## config.mk

```make
export PLATFORM = sky130hd
export DESIGN_NAME = coin_keypad_encoder
export DESIGN_NICKNAME = d
export VERILOG_FILES = /design/src/rtl/coin_keypad_encoder.sv
export SDC_FILE = /design/constraint.sdc
export NUM_CORES = 1
export LEC_CHECK = 0
export ABC_AREA = 1
export CAP_MARGIN = 20
export CORE_MARGIN = 4
export CORE_UTILIZATION = 59
export CTS_CLUSTER_SIZE = 25
export DETAILED_ROUTE_END_ITERATION = 16
export PLACE_DENSITY = 0.8
export SLEW_MARGIN = 20
export SYNTH_ARGS = -nofsm -noshare
export SYNTH_HDL_FRONTEND = slang
export SYNTH_SLANG_ARGS = --single-unit
```

## constraint.sdc

```tcl
create_clock -name clk -period 3 [get_ports clk]
set_input_delay 0.3 -clock clk [delete_from_list [all_inputs] [get_ports clk]]
set_output_delay 0.3 -clock clk [all_outputs]
set_load 0.01 [all_outputs]
```

## src/rtl/coin_keypad_encoder.sv

```systemverilog
// Front-panel encoder: synchronises and debounces buttons, then paces legal commands onto in_code.
// Press-to-code latency DB_CYCLES+4; while busy (hold, gap, change payout) presses wait as pending bits.
module coin_keypad_encoder #(
  parameter int DB_CYCLES   = 4,
  parameter int HOLD_CYCLES = 1,
  parameter int GAP_CYCLES  = 2,
  parameter int CHG_TIMEOUT = 64,
  parameter int CNT_W       = 8
) (
  input  logic       clk,
  input  logic       a_reset,
  input  logic       btn_coin1,
  input  logic       btn_coin5,
  input  logic       btn_vend,
  input  logic       btn_change,
  input  logic       btn_clear,
  input  logic [3:0] sum,
  input  logic [4:0] can_buy,
  output logic [2:0] in_code,
  output logic       busy,
  output logic       reject,
  output logic [2:0] reject_code,
  output logic       chg_err
);

  localparam logic [2:0] C_NONE   = 3'b000;
  localparam logic [2:0] C_COIN1  = 3'b001;
  localparam logic [2:0] C_COIN5  = 3'b010;
  localparam logic [2:0] C_VEND   = 3'b101;
  localparam logic [2:0] C_CHANGE = 3'b110;
  localparam logic [2:0] C_CLEAR  = 3'b111;

  localparam logic [CNT_W-1:0] DB_LAST   = CNT_W'(DB_CYCLES - 1);
  localparam logic [CNT_W-1:0] HOLD_LAST = CNT_W'(HOLD_CYCLES - 1);
  localparam logic [CNT_W-1:0] GAP_LAST  = CNT_W'(GAP_CYCLES - 1);
  localparam logic [CNT_W-1:0] TO_LAST   = CNT_W'(CHG_TIMEOUT - 1);

  typedef enum logic [1:0] {IDLE, ISSUE, GAP, WAIT_CHG} state_t;

  state_t           state;
  logic [CNT_W-1:0] cnt;
  logic [4:0]       btn_raw, sync1, sync2, db, db_q, rise, pend;
  logic [CNT_W-1:0] db_cnt [5];
  logic [4:0]       sel_mask;
  logic [2:0]       sel_code;
  logic             sel_ok, idle_take, take_clear;
  logic             unused_can_buy;

  // Bit order doubles as priority: bit 4 (clear) wins.
  assign btn_raw        = {btn_clear, btn_change, btn_vend, btn_coin5, btn_coin1};
  assign rise           = db & ~db_q;
  assign unused_can_buy = ^can_buy[4:1];

  always_ff @(posedge clk or posedge a_reset) begin
    if (a_reset) begin
      sync1 <= '0;
      sync2 <= '0;
      db    <= '0;
      db_q  <= '0;
      for (int i = 0; i < 5; i++) db_cnt[i] <= '0;
    end else begin
      sync1 <= btn_raw;
      sync2 <= sync1;
      db_q  <= db;
      for (int i = 0; i < 5; i++) begin
        if (sync2[i] == db[i]) begin
          db_cnt[i] <= '0;
        end else if (db_cnt[i] == DB_LAST) begin
          db[i]     <= sync2[i];
          db_cnt[i] <= '0;
        end else begin
          db_cnt[i] <= db_cnt[i] + 1'b1;
        end
      end
    end
  end

  always_comb begin
    sel_mask = '0;
    sel_code = C_NONE;
    sel_ok   = 1'b0;
    if (pend[4]) begin
      sel_mask = 5'b10000; sel_code = C_CLEAR;  sel_ok = 1'b1;
    end else if (pend[3]) begin
      sel_mask = 5'b01000; sel_code = C_CHANGE; sel_ok = (sum != 4'd0);
    end else if (pend[2]) begin
      sel_mask = 5'b00100; sel_code = C_VEND;   sel_ok = can_buy[0];
    end else if (pend[1]) begin
      sel_mask = 5'b00010; sel_code = C_COIN5;  sel_ok = (sum <= 4'd5);
    end else if (pend[0]) begin
      sel_mask = 5'b00001; sel_code = C_COIN1;  sel_ok = (sum <= 4'd9);
    end
  end

  assign idle_take  = (state == IDLE) && (sel_mask != 5'b00000);
  assign take_clear = idle_take && sel_mask[4];

  // New edges are OR'd in after clearing so a fresh press is never lost.
  always_ff @(posedge clk or posedge a_reset) begin
    if (a_reset)         pend <= '0;
    else if (take_clear) pend <= rise;
    else if (idle_take)  pend <= (pend & ~sel_mask) | rise;
    else                 pend <= pend | rise;
  end

  always_ff @(posedge clk or posedge a_reset) begin
    if (a_reset) begin
      state       <= IDLE;
      cnt         <= '0;
      in_code     <= C_NONE;
      busy        <= 1'b0;
      reject      <= 1'b0;
      reject_code <= C_NONE;
      chg_err     <= 1'b0;
    end else begin
      reject <= 1'b0;
      case (state)
        IDLE: begin
          if (idle_take) begin
            if (sel_ok) begin
              in_code <= sel_code;
              busy    <= 1'b1;
              cnt     <= '0;
              state   <= ISSUE;
              if (sel_mask[4]) chg_err <= 1'b0;
            end else begin
              reject      <= 1'b1;
              reject_code <= sel_code;
            end
          end
        end
        ISSUE: begin
          if (cnt == HOLD_LAST) begin
            in_code <= C_NONE;
            cnt     <= '0;
            state   <= (in_code == C_CHANGE) ? WAIT_CHG : GAP;
          end else begin
            cnt <= cnt + 1'b1;
          end
        end
        GAP: begin
          if (cnt == GAP_LAST) begin
            cnt   <= '0;
            busy  <= 1'b0;
            state <= IDLE;
          end else begin
            cnt <= cnt + 1'b1;
          end
        end
        WAIT_CHG: begin
          // Pending clear abandons the payout wait; IDLE issues it next cycle.
          if (pend[4]) begin
            cnt   <= '0;
            busy  <= 1'b0;
            state <= IDLE;
          end else if (sum == 4'd0) begin
            cnt   <= '0;
            state <= GAP;
          end else if (cnt == TO_LAST) begin
            cnt     <= '0;
            chg_err <= 1'b1;
            state   <= GAP;
          end else begin
            cnt <= cnt + 1'b1;
          end
        end
        default: begin
          state   <= IDLE;
          in_code <= C_NONE;
          busy    <= 1'b0;
        end
      endcase
    end
  end

endmodule

```

==> flow_metrics.env <==
export IMPL_antenna_cells=0
export IMPL_cp_slowest_stage_delay_ns=0.49
export IMPL_die_area_um2=7850
export IMPL_n_fill_cell=502
export IMPL_hold_violations=0
export IMPL_fp_dieW_um=88.6
export IMPL_vias=2718
export IMPL_synth_top_area_cell="dfrtp_1"
export IMPL_final_cell_mix="dfrtp_1 (84), nor2_1 (70), nand2_1 (65)"
export IMPL_wl_per_cell_um=12.0
export IMPL_p_leak_nw=2.07
export IMPL_path_max_fanout=12
export IMPL_use_met1_pct=26.6
export IMPL_cp_end_kind="register"
export IMPL_cts_root_buf="clkbuf_8"
export IMPL_path_cells="nor2_4, nand2_2, a21oi_2, nand2_2, inv_1, nand2_2, nand2_1, o21ai_0"
export IMPL_cp_buffers_inverters=1
export IMPL_finalCriticalPeriod_ns=1.73
export IMPL_setup_violations=0
export IMPL_synth_top_area_share_pct=54.8
export IMPL_outcome="completed"
export IMPL_grt_pass1_vias=2612
export IMPL_fin_area_um2=4340
export IMPL_detailedRoute_firstIterationViolations=105
export IMPL_wl_um=6470
export IMPL_post_dp_hpwl_um=4770
export IMPL_use_met2_pct=29.7
export IMPL_clk_latency_ns=0.35
export IMPL_cp_required_ns=3.23
export IMPL_cts_resized=0
export IMPL_cts_buffers=9
export IMPL_start_util_pct=60.7
export IMPL_grt_usage_pct=19.1
export IMPL_synthesis_yosys_warnings=0
export IMPL_finClkSkew_ns=0.0113
export IMPL_met3_usage_pct=4.47
export IMPL_port_buffers=20
export IMPL_place_inst=523
export IMPL_final_common_cell="dfrtp_1"
export IMPL_cts_sink_count=84
export IMPL_synth_cell_type_count=34
export IMPL_antenna_found_initial=0
export IMPL_fin_util_pct=68.7
export IMPL_criticalPathCategory="register to register"
export IMPL_crit_top_cell="nand2_2"
export IMPL_layout_cells_non_filler=539
export IMPL_ant_nets=0
export IMPL_cts_max_path_buffers=2
export IMPL_syn_cell_area_um2=3830
export IMPL_place_congestion=0.827
export IMPL_total_power_mw=3.62
export IMPL_min_path_type="register to register"
export IMPL_synth_seq_cells=84
export IMPL_drv_slew=0
export IMPL_fmax_ghz=0.578
export IMPL_num_nets_final=481
export IMPL_crit_family="simple AND/OR/NAND/NOR gates"
export IMPL_htreeDepth=3
export IMPL_row_count=29
export IMPL_cts_hold_buf=0
export IMPL_place_area_um2=4140
export IMPL_drc_errors=0
export IMPL_synth_area_leaders="dfrtp_1 (55%), nor2_1 (6.9%), nand2_1 (6.4%), inv_1 (5.4%), xor2_1 (3.0%)"
export IMPL_cts_setup_buffers=0
export IMPL_vias_per_cell=5.04
export IMPL_cts_tree="done"
export IMPL_slowest_stage="dfrtp_1"
export IMPL_die_y_um=88.6
export IMPL_rsz0062_at_grt="false"
export IMPL_finalCritPeriodShare_pct=57.7
export IMPL_maxCapViolations=0
export IMPL_busiest_layer="met2"
export IMPL_area_delta_synth_final_pct=13.1
export IMPL_clk_pin_slew_ns=0.08
export IMPL_postSynthCellCount=424
export IMPL_synth_area_per_cell_um2=9.04
export IMPL_fp_coreArea_um2=6310
export IMPL_power_density_nw_per_um2=835
export IMPL_grt_pass1_wl_um=11600
export IMPL_ys_seq_area_share_pct=54.8
export IMPL_drive_gt1_share_pct=10.2
export IMPL_tns_ns=0
export IMPL_worst_slew_pin_slew_ns=0.700
export IMPL_io_pins=25
export IMPL_grt_ovfl_total=0
export IMPL_grt_max_degree=45
export IMPL_slew_headroom_pct=53.2
export IMPL_critPathLaunchType="register"
export IMPL_crit_arrival_ns=1.96
export IMPL_firstDrtPassIters=4
export IMPL_synth_nets=448
export IMPL_peakVddDrop_mv=0.608
[layer usage]
| layer | vias to the layer above | wire (µm) |
|---|---|---|
| li1 | 1410 | - |
| met5 | - | 0 |
| met4 | 0 | 87 |
| met1 | 1256 | 3110 |
| met2 | 44 | 2990 |
| met3 | 8 | 282 |
[sequential cells by signal, summed over array words and instances (netlist names)]
signal,cells
db_cnt,40
cnt,8
db,5
db_q,5
pend,5
sync1,5
sync2,5
in_code,3
reject_code,3
state,2
busy,1
chg_err,1
reject,1
[area by class of cell]
| type | instances | area [µm²] | area share (%) |
|---|---|---|---|
| clock buffer | 12 | 145 | 3.35 |
| clock inverter | 4 | 48.8 | 1.12 |
| inverter | 60 | 228 | 5.25 |
| multi-input combinational | 279 | 1500 | 34.5 |
| sequential | 84 | 2100 | 48.5 |
| tap | 77 | 96.3 | 2.22 |
| timing repair buffer | 23 | 223 | 5.13 |
[final timing paths]
check	from	to	slack (ns)	depth (start not counted)
setup / recovery	state[1]	reject_code[2]	1.27	8
hold / removal	sync1[1]	sync2[1]	0.35	0
setup reg to reg	state[1]	reject_code[2]	1.27	8
hold reg to reg	sync1[1]	sync2[1]	0.35	0
max in group asynchronous	a_reset	cnt[2]	1.93	3
min in group asynchronous	a_reset	db_cnt[15]	0.37	2
[power breakdown]
group	switching (mW)	internal [mW]
logic	0.721	0.482
registers	0.235	1.40
clock network	0.381	0.407
total	1.34	2.29
[cell families after synthesis]
group	share of synthesized area, %
AOI/OAI and AO/OA	7.05
xor gates and xnor gates	4.80
adders and majority gates	2.61
buffers and inverters	6.20
DFF	54.8
and+or+nand+nor	24.5
[cell usage after synthesis, drive strengths merged]
master and n:
dfrtp 84, nor2 76, nand2 73, inv 58, o21ai 28, nand3 22, nor3 15, a21oi 13
xor2 13, ha 8, xnor2 8, nand4 7, nor4 4, o22ai 4, clkinv 2, nand3b 2
nor3b 2, a31oi 1, buf 1, o211ai 1, o21bai 1, or2 1
[stage by stage]
step	hold WS, ns	setup WS (ns)
after global placement	0.331	1.08
after detailed placement	0.337	1.06
after global routing	0.369	1.14
after floorplan	0.331	0.535
after CTS	0.351	1.27
final	0.347	1.27
[worst register-to-register path, stage by stage (launching register included)]
cell and delay [ns]:
dfrtp_1 0.49, nor2_4 0.26, nand2_2 0.09, a21oi_2 0.12, nand2_2 0.19, inv_1 0.19, nand2_2 0.12, nand2_1 0.08
o21ai_0 0.07
Note: power is estimated with default switching activity, not from simulation.
